$ cat config.mk
export PLATFORM = sky130hd
export DESIGN_NAME = snake_step_scheduler
export DESIGN_NICKNAME = d
export VERILOG_FILES = /design/src/rtl/snake_step_scheduler.sv
export SDC_FILE = /design/constraint.sdc
export NUM_CORES = 1
export LEC_CHECK = 0
export BUFFER_PORTS_ARGS = -buffer_cell sky130_fd_sc_hd__buf_2
export CAP_MARGIN = 15
export CELL_PAD_IN_SITES_DETAIL_PLACEMENT = 1
export CELL_PAD_IN_SITES_GLOBAL_PLACEMENT = 1
export CORE_ASPECT_RATIO = 1.75
export CORE_MARGIN = 4
export CORE_UTILIZATION = 50
export CTS_CLUSTER_DIAMETER = 50
export DETAILED_ROUTE_END_ITERATION = 7
export PLACE_DENSITY = 0.93
export SYNTH_ARGS = -nofsm -noshare
export SYNTH_HDL_FRONTEND = slang
export SYNTH_SLANG_ARGS = --single-unit
$ cat constraint.sdc
create_clock -name CLK -period 8.2 [get_ports CLK]
set_clock_uncertainty 0.05 [all_clocks]
set_input_delay 1.64 -clock CLK [delete_from_list [all_inputs] [get_ports CLK]]
set_output_delay 1.64 -clock CLK [all_outputs]
set_load 0.02 [all_outputs]
$ cat src/rtl/snake_step_scheduler.sv
// Step pacing for the snake during PLAY: periodic STEP strobe, direction commit
// with reversal rejection, and level-driven speed-up as targets are eaten.
module snake_step_scheduler #(
   parameter int unsigned BASE_PERIOD       = 25_000_000,
   parameter int unsigned PERIOD_DEC        = 2_500_000,
   parameter int unsigned MAX_LEVEL         = 7,
   parameter int unsigned TARGETS_PER_LEVEL = 3
) (
   input  logic       CLK,
   input  logic       RESET,
   input  logic [1:0] MSM_STATE,
   input  logic       BTNU,
   input  logic       BTND,
   input  logic       BTNL,
   input  logic       BTNR,
   input  logic       TARGET_REACHED,
   output logic       STEP,
   output logic [1:0] DIR,
   output logic [2:0] LEVEL
);

   typedef enum logic [1:0] {
      MSM_START    = 2'b00,
      MSM_PLAY     = 2'b01,
      MSM_LOSS     = 2'b10,
      MSM_LOSS_ALT = 2'b11
   } msm_t;

   typedef enum logic [1:0] {
      DIR_UP    = 2'b00,
      DIR_RIGHT = 2'b01,
      DIR_DOWN  = 2'b10,
      DIR_LEFT  = 2'b11
   } dir_t;

   localparam logic [2:0] MAX_LVL  = 3'(MAX_LEVEL);
   localparam logic [3:0] TGT_LAST = 4'(TARGETS_PER_LEVEL - 1);

   msm_t        msm;
   dir_t        dir_q;
   dir_t        pending;
   dir_t        pending_next;
   logic [31:0] count;
   logic [31:0] period;
   logic [3:0]  tcnt;
   logic [2:0]  level;
   logic        step_q;
   logic        terminal;

   assign msm    = msm_t'(MSM_STATE);
   assign period = 32'(BASE_PERIOD) - 32'(level) * 32'(PERIOD_DEC);
   // >= rather than == so a mid-period speed-up ends the period at once
   assign terminal = (count >= period - 32'd1);

   // Reversals are judged against the committed direction, not the pending one
   always_comb begin
      pending_next = pending;
      if (BTNU && dir_q != DIR_DOWN)
         pending_next = DIR_UP;
      else if (BTND && dir_q != DIR_UP)
         pending_next = DIR_DOWN;
      else if (BTNL && dir_q != DIR_RIGHT)
         pending_next = DIR_LEFT;
      else if (BTNR && dir_q != DIR_LEFT)
         pending_next = DIR_RIGHT;
   end

   always_ff @(posedge CLK) begin
      if (RESET) begin
         count   <= '0;
         tcnt    <= '0;
         level   <= '0;
         step_q  <= 1'b0;
         dir_q   <= DIR_RIGHT;
         pending <= DIR_RIGHT;
      end else begin
         step_q <= 1'b0;
         case (msm)
            MSM_START: begin
               count   <= '0;
               tcnt    <= '0;
               level   <= '0;
               dir_q   <= DIR_RIGHT;
               pending <= DIR_RIGHT;
            end
            MSM_PLAY: begin
               pending <= pending_next;
               if (terminal) begin
                  count  <= '0;
                  step_q <= 1'b1;
                  dir_q  <= pending;
               end else begin
                  count <= count + 32'd1;
               end
               if (TARGET_REACHED) begin
                  if (tcnt >= TGT_LAST) begin
                     tcnt <= '0;
                     if (level < MAX_LVL)
                        level <= level + 3'd1;
                  end else begin
                     tcnt <= tcnt + 4'd1;
                  end
               end
            end
            default: begin
               // LOSS keeps direction and level visible; only pacing stops
               count <= '0;
            end
         endcase
      end
   end

   assign STEP  = step_q;
   assign DIR   = dir_q;
   assign LEVEL = level;

endmodule

==> results.cfg, run 1 <==
[detailed_routing]
antenna_left = 0
via_count = 3111
avgRoutedWirePerCell_um = 18.6
vias_per_cell = 6.03
drc = 0
first_pass_iters = 4
drtIter0Drc = 132
wl_um = 9610

[cts]
path_clk_slew_ps = 60
cts_resized = 0
cts_tree = yes
htree_num_levels = 2
postCtsSetupBuffers = 0
clock_latency_ps = 290
clock_tree.buffer_depth = 2
cts_sinks = 44
cts_hold_buf = 0
numCtsBuffers = 5
cts_root_buffer = clkbuf_16

[timing]
drv_slew = 0
max_slew_margin_pct = 38.5
period_minus_slack_ps = 6660
setup_viol = 0
timing.final.crit_share_pct = 81.2
hold_violations = 0
finalSetupTns_ps = 0
tightest_slew_ps = 920
rsz0062_at_grt = false
max_freq_mhz = 150

[floorplan]
die_w_um = 70.8
die_h_um = 118
coreArea_sq_um = 6640
io_pins = 15
initial_core_util_pct = 52.0
fp-row-count = 39
dieArea_sq_um = 8350

[synth]
synthAdderAreaFrac_pct = 14.2
ys_warn_count = 0
synth-simple-area-share_pct = 23.6
synthMuxAreaShare_pct = 1.81
synth_ff_type = dfxtp_1
synth_area_sq_um = 3450
seq_area_frac_synth_pct = 25.5
synthXorXnorAreaFrac_pct = 14.9
async_reset_ff_share_pct = 0
synth.avg_cell_area_sq_um = 8.20
synth_compound_area_share_pct = 15.0
synth-edff-count = 0
synth_cells = 421
synth-seq-cells = 44
synth_top_family_by_area = simple AND/OR/NAND/NOR gates
ys_types = 58

[placement]
numPortBuffers = 14
dpl.hpwl_um = 7360
placedCellCount = 508
placedInstanceArea_sq_um = 3540
place_congestion = 0.825

[layout]
diodes = 0
final_common_cell = nor2_1
layout_common_cells = nor2_1 (59), dfxtp_1 (44), ha_1 (36)
drive_above_1_share_pct = 7.60
stdcell_count = 516
fin_area_sq_um = 3710
areaGrowthSynthToFinish_pct = 7.36
nets = 480

[critical_path]
crit_family = simple AND/OR/NAND/NOR gates
crit_arrival_ps = 6750
required_ps = 8290
path_buf_inv = 2
critPathSlowestCell = dfxtp_1
path_cells = ha_1, inv_1, ha_1, inv_1, fa_1, nand3b_1, a211o_1, nand2b_1, mux2_1, mux2i_1, and3_4, nand4_1, xnor2_1, ha_1, nand4_1, nor4_1, a211oi_1, or2_2, nand2_1, nor2_1
crit_path_start_kind = flop
cpPeakStageDelay_ps = 930
critPathMaxFanout = 26
crit_type = flop to flop
end_kind = flop
cpMostUsedCell = ha_1

[min_path]
hold_class = flop to flop

[grt]
globalRoute.totalOverflow = 0
grt_pass1_wl_um = 16100
antenna_found_initial = 0
track_usage_pct = 24.0
grt_max_degree = 28
grt_pass1_vias = 3390

[power_and_ir_drop]
leakagePower_nw = 1.58
peakVddDrop_v = 0.0000834
p_total_uw = 516
powerDensity_nw_per_um2 = 139

[outcome]
status = finished clean

[flow_run]
maxCapViolCount = 0
[stage by stage]
step | setup WS [ps] | utilization [%] | hold WS (ps)
2_1_floorplan | 2620 | - | 363
3_3_place_gp | 2070 | 53.3 | 371
3_5_place_dp | 1680 | 53.3 | 414
4_1_cts | 1600 | 55.8 | 424
5_1_grt | 1070 | 55.8 | 443
6_report | 1540 | 55.8 | 424
[synth_stat cells, drive strengths merged (3+ instances only)]
| cell type | count | share of area (%) |
|---|---|---|
| a211oi | 3 | 0.65 |
| a21o | 10 | 2.2 |
| a21oi | 27 | 3.9 |
| a31oi | 4 | 0.72 |
| and3 | 11 | 2.1 |
| buf | 8 | 2.1 |
| clkbuf | 5 | 0.83 |
| dfxtp | 44 | 26 |
| ha | 36 | 13 |
| inv | 16 | 1.7 |
| mux2i | 4 | 1.2 |
| nand2 | 25 | 2.7 |
| nand2b | 9 | 1.8 |
| nand3 | 18 | 2.6 |
| nand4 | 14 | 2.5 |
| nor2 | 59 | 6.4 |
| nor2b | 5 | 0.91 |
| nor3 | 9 | 1.3 |
| nor4 | 3 | 0.54 |
| o211ai | 4 | 0.87 |
| o21ai | 14 | 2.0 |
| xnor2 | 29 | 7.4 |
| xor2 | 29 | 7.6 |
[layer usage]
metal / routed length, um / track usage (%) / vias to the layer above / part of all wire [%]
met3: 256 / 3.76 / 34 / 2.7
met2: 5340 / 45.5 / 69 / 56
met1: 3570 / 23.7 / 1512 / 37
met4: 444 / 12.9 / 0 / 4.6
met5: 0 / 0 / - / 0
li1: - / - / 1496 / -
[sequential cells by signal, summed over array words and instances (netlist names)]
name / flops
STEP: 1
tcnt: 4
pending: 2
DIR: 2
LEVEL: 3
count: 32
[kinds of logic (layout without fill, tap and decap cells)]
logic type,Yosys count,after routing
AO/OA/AOI/OAI,80,80
adder cells (fa/ha/maj),38,38
XOR/XNOR,58,58
flip-flops,44,44
multiplexers,6,6
buffers and inverters,30,39
other,1,5
AND/OR/NAND/NOR,164,164
[cell type report]
class	instances	area, sq um
Multi-Input combinational cell	351	2420
Inverter	16	60.1
Clock inverter	3	42.5
Fill cell	854	2930
Sequential cell	44	881
Tap cell	82	103
Clock buffer	5	125
Timing Repair Buffer	15	77.6
[path summary, 6_finish.rpt]
| check | slack [ps] | cells after the start | end | start |
|---|---|---|---|---|
| worst min-delay path | 420 | 1 | count[0] | count[0] |
| worst min register to register | 420 | 1 | count[0] | count[0] |
| worst max register to register | 1540 | 20 | count[8] | LEVEL[1] |
| worst max-delay path | 1540 | 20 | count[8] | LEVEL[1] |
[worst register-to-register path: stages, from the launching register on]
cell      delay [ps]
dfxtp_1          930
ha_1             480
inv_1            210
ha_1             210
inv_1             70
fa_1             580
nand3b_1         120
a211o_1          340
nand2b_1         190
mux2_1           290
mux2i_1          210
and3_4           240
nand4_1          170
xnor2_1          200
ha_1             300
nand4_1          190
nor4_1           370
a211oi_1         180
or2_2            380
nand2_1          660
nor2_1           140
[report_power, final]
| group | total, mW | switching, mW | internal [mW] |
|---|---|---|---|
| Sequential | 0.218 | 0.00127 | 0.216 |
| Combinational | 0.0664 | 0.0424 | 0.0239 |
| Clock | 0.232 | 0.0888 | 0.143 |
Power figures use the tool's default switching activity.
==> run 2, diff against run 1 <==
Settings changed: CORE_UTILIZATION 50 to 43, PLACE_DENSITY 0.93 to 0.86.
Clock period 8.2 ns to 5.6 ns, I/O delays scaled along.
==> run 2 against run 1 <==
Cell count up 2.9%. Count of clock-buffer cells in the layout up 1. Clock power up 21%. Routed wire length down 6.2%. Largest cell class unchanged. Largest power group is now registers.
==> results.cfg, run 2 (synthesis gave the netlist of run 1 again) <==
[min_path]
hold_class = flop to flop

[cts]
cts_root_buffer = clkbuf_16
cts_hold_buf = 0
cts_sinks = 44
clock_tree.buffer_depth = 2
cts_tree = yes
path_clk_slew_ps = 60
numCtsBuffers = 5
htree_num_levels = 2
clock_latency_ps = 290

[timing]
max_freq_mhz = 193
setup_viol = 0
period_minus_slack_ps = 5180
hold_violations = 0
finalSetupTns_ps = 0
drv_slew = 0
tightest_slew_ps = 643
hold-worst-slack_ps = 396
rsz0062_at_grt = false
timing.final.crit_share_pct = 92.6
max_slew_margin_pct = 56.8

[critical_path]
crit_arrival_ps = 5350
crit_path_start_kind = flop
crit_type = flop to flop
crit_family = adder cells
timing.rr.start = LEVEL[0]
critPathMaxFanout = 26
critPathSlowestCell = fa_1
cp_num_cells = 22
r2r_cells = 22
endpoint = count[14]
required_ps = 5770
rrSetupSlack_ps = 420
end_kind = flop
r2r-end = count[14]
path_buf_inv = 3
cpPeakStageDelay_ps = 570
path_cells = buf_4, ha_2, ha_1, inv_1, fa_1, nand3b_1, a211o_1, nand2b_1, mux2_1, mux2i_1, nor2b_1, xor2_1, ha_1, a21o_1, a21o_1, a21oi_1, nor3_1, a211oi_2, or2_2, nand2_1, buf_6, nor2_1
critPathLaunch = LEVEL[0]

[detailed_routing]
drtIter0Drc = 188
avgRoutedWirePerCell_um = 17.0
via_count = 3079
antenna_left = 0
first_pass_iters = 4
vias_per_cell = 5.80
wl_um = 9020
drc = 0

[power_and_ir_drop]
peakVddDrop_v = 0.000123
leakagePower_nw = 1.60
powerDensity_nw_per_um2 = 185

[grt]
track_usage_pct = 20.6
grt_pass1_vias = 3300
antenna_found_initial = 0
grt_pass1_wl_um = 15500
grt_max_degree = 27
globalRoute.totalOverflow = 0

[placement]
place_congestion = 0.849
dpl.hpwl_um = 7350
numPortBuffers = 14

[floorplan]
dieArea_sq_um = 9580
io_pins = 15
die_h_um = 127
fp-row-count = 43
initial_core_util_pct = 43.9
die_w_um = 75.7
coreArea_sq_um = 7860

[layout]
largest_reg_flops = 32
layout_common_cells = nor2_1 (59), dfxtp_1 (44), ha_1 (35)
largest-register = count
final_common_cell = nor2_1
diodes = 0
drive_above_1_share_pct = 9.52
nets = 488
areaGrowthSynthToFinish_pct = 8.92

[outcome]
status = finished clean

[flow_run]
maxCapViolCount = 0
[run 2: cell types whose count changed in the layout (fill, tap and decap cells not counted), sizes merged]
cell / delta
buf: +8
bufinv: -1
clkbuf: +1
clkinvlp: -1
[run 2: report_power, final]
| part | switching [mW] | internal, mW | leakage (nW) |
|---|---|---|---|
| Clock | 0.119 | 0.162 | 0.0667 |
| Sequential | 0.00191 | 0.317 | 0.357 |
| Combinational | 0.0604 | 0.0372 | 1.18 |
| Total | 0.181 | 0.516 | 1.60 |
[run 2: cell type report]
cell class / count / area (sq um)
inverter: 16 / 60.1
multi-input combinational: 351 / 2430
clock buffer: 6 / 129
fill: 974 / 4100
sequential: 44 / 881
timing repair buffer: 23 / 141
tap: 90 / 113
clock inverter: 1 / 5.00
[run 2: worst register-to-register path: stages (launching register included)]
cell	delay, ps
dfxtp_1	350
buf_4	220
ha_2	270
ha_1	190
inv_1	60
fa_1	570
nand3b_1	120
a211o_1	350
nand2b_1	180
mux2_1	290
mux2i_1	180
nor2b_1	300
xor2_1	210
ha_1	270
a21o_1	160
a21o_1	170
a21oi_1	180
nor3_1	80
a211oi_2	270
or2_2	220
nand2_1	70
buf_6	180
nor2_1	150
[run 2: layer usage]
metal | up-vias | wire (um) | GRT usage, %
met2 | 49 | 5180 | 38.0
met4 | 0 | 418 | 10.3
met5 | - | 0 | 0
met3 | 29 | 177 | 2.62
li1 | 1508 | - | -
met1 | 1493 | 3240 | 21.5
[run 2: repair_timing]
| item | 4_1_cts | 5_1_grt |
|---|---|---|
| endpoints found under the setup margin | 0 | 27 |
| gates resized for setup | 0 | 4 |
| buffers inserted | 0 | 0 |
[run 2: per-stage QoR]
step           instance area, sq um  total power, mW  worst slack, ps  cells  utilization (%)
5_1_grt                        3760            0.729             28.7    531             47.9
4_1_cts                        3740            0.705              205    531             47.6
3_3_place_gp                   3610            0.418              518    524             45.9
2_1_floorplan                  3470            0.396             24.9    425                -
6_report                       3760            0.697              417    531             47.9
3_5_place_dp                   3610            0.423              252    524             45.9
[run 2: worst min path at each step]
stage | from | to | slack [ps] | cells past startpoint
CTS | count[0] | count[0] | 400 | 1
floorplan | count[0] | count[0] | 360 | 1
global route | count[0] | count[0] | 420 | 1
finish | count[0] | count[0] | 400 | 1
global placement | count[0] | count[0] | 370 | 1
detailed placement | count[0] | count[0] | 390 | 1
==> run 3, diff against run 2 <==
Settings changed: CORE_UTILIZATION 43 to 47, PLACE_DENSITY 0.86 to 0.89.
Clock period 5.6 ns to 5.9 ns, I/O delays scaled along.
==> run 3 against run 2 <==
Cell count down 1.3%. Sequential power fell by 5%. Global-route usage grew 1.9 points. Hold slack better by 12 ps. Routed wire length increased by 3.0%. Utilization rose by 4.2 points. Sequential share of layout area rose by 0.12 points. Combinational power fell by 4.8%. Non-clock buffer count is 4 lower. Register-to-register slack worse by 40 ps. Fmax shrank 6.1%.
==> results.cfg, run 3 (synthesis gave the netlist of run 1 again) <==
[layout]
final_common_cell = nor2_1
areaGrowthSynthToFinish_pct = 8.37
diodes = 0
largest_reg_flops = 32
num-fill-cells = 895
largest-register = count
fin_util_pct = 52.1
layout_common_cells = nor2_1 (59), dfxtp_1 (44), ha_1 (36)
drive_above_1_share_pct = 8.22
regArea_sq_um = 881
multiInputGateArea_sq_um = 2420
nets = 484

[cts]
path_clk_slew_ps = 60
numCtsBuffers = 5
cts_root_buffer = clkbuf_16
htree_num_levels = 2
cts_hold_buf = 0
cts_sinks = 44
clock_latency_ps = 290
clock_tree.buffer_depth = 2
cts_tree = yes

[detailed_routing]
drtIter0Drc = 153
via_count = 3104
antenna_left = 0
wl_um = 9290
drc = 0
first_pass_iters = 4
vias_per_cell = 5.92
avgRoutedWirePerCell_um = 17.7

[floorplan]
coreArea_sq_um = 7180
fp-row-count = 41
initial_core_util_pct = 48.1
io_pins = 15
die_h_um = 121
die_w_um = 72.8
dieArea_sq_um = 8830

[placement]
dpl.hpwl_um = 7260
numPortBuffers = 14
place_congestion = 0.882

[timing]
finalSetupTns_ps = 0
max_freq_mhz = 181
setup_viol = 0
max_slew_margin_pct = 46.6
period_minus_slack_ps = 5520
drv_slew = 0
timing.final.crit_share_pct = 93.6
rsz0062_at_grt = false
tightest_slew_ps = 793
hold_violations = 0

[min_path]
hold_class = flop to flop

[critical_path]
critPathMaxFanout = 26
path_cells = inv_1, ha_1, inv_1, ha_1, inv_1, fa_1, nand3b_1, a211o_1, nand2b_1, mux2_1, mux2i_1, and3_4, nand4_1, xnor2_1, ha_1, nand4_1, nor4_1, a211oi_1, or2_2, nand2_1, buf_6, nor2_1
end_kind = flop
cpPeakStageDelay_ps = 620
crit_path_start_kind = flop
crit_arrival_ps = 5650
critPathSlowestCell = fa_1
required_ps = 6020
crit_type = flop to flop

[grt]
globalRoute.totalOverflow = 0
antenna_found_initial = 0
grt_pass1_vias = 3401
grt_pass1_wl_um = 15700
grt_max_degree = 28
track_usage_pct = 22.5

[power_and_ir_drop]
switchingPower_uw = 180
pwr-share-seq_pct = 42.4
intPower_uw = 534
powerDensity_nw_per_um2 = 191
combPwrFrac_pct = 13.0
peakVddDrop_v = 0.000116
switching_share_pct = 25.2
clockPowerShare_pct = 44.6
leakagePower_nw = 1.60

[outcome]
status = finished clean

[flow_run]
maxCapViolCount = 0
## run 3: path summary, 6_finish.rpt
check,from,endpoint,slack (ps),cells after the start
max,LEVEL[0],count[18],380,22
min,count[0],count[0],410,1
max reg2reg,LEVEL[0],count[18],380,22
min reg2reg,count[0],count[0],410,1
## run 3: layout make-up
type | count | area share (%)
clock inverter | 2 | 0.936
inverter | 16 | 1.61
clock buffer | 6 | 3.44
multi-input combinational | 351 | 64.6
tap | 86 | 2.88
timing repair buffer | 19 | 2.98
sequential | 44 | 23.5
## run 3: critical path, delay by kind of cell, from the launching register on
| family | cells | cell delay [ps] |
|---|---|---|
| and+or+nand+nor | 9 | 1760 |
| adders and majority gates | 4 | 1520 |
| buffers and inverters | 4 | 540 |
| AOI/OAI and AO/OA | 2 | 510 |
| muxes | 2 | 490 |
| DFF | 1 | 330 |
| xor gates and xnor gates | 1 | 200 |
## run 3: metal layers
layer  share of wire (%)  up-vias  GRT usage [%]
met5                   0        -              0
met4                 5.0        0           14.2
met3                 2.6       32           3.23
met2                  55       74           41.1
met1                  37     1502           23.0
li1                    -     1496              -
## run 3: repair_timing
item | in CTS | in global routing
endpoints found under the setup margin | 0 | 26
setup buffers | 0 | 0
hold endpoints to repair | 0 | 0
gates resized for setup | 0 | 1
## run 3: stage by stage
step	std cells	hold slack (ps)	setup slack (ps)	total power [mW]	cell area (sq um)
6_report	524	408	377	0.714	3740
2_1_floorplan	425	363	325	0.376	3470
5_1_grt	524	448	3.08	0.741	3740
3_3_place_gp	516	375	607	0.395	3570
3_5_place_dp	516	398	363	0.401	3570
4_1_cts	524	412	329	0.720	3740
## run 3: power by group through the flow
| stage | Clock [mW] | Combinational (mW) | Sequential [mW] |
|---|---|---|---|
| finish | 0.318 | 0.0929 | 0.302 |
| global placement | 0 | 0.0857 | 0.309 |
| floorplan | 0 | 0.0647 | 0.311 |
| CTS | 0.325 | 0.0925 | 0.302 |
| global route | 0.335 | 0.103 | 0.303 |
| detailed placement | 0 | 0.0916 | 0.309 |
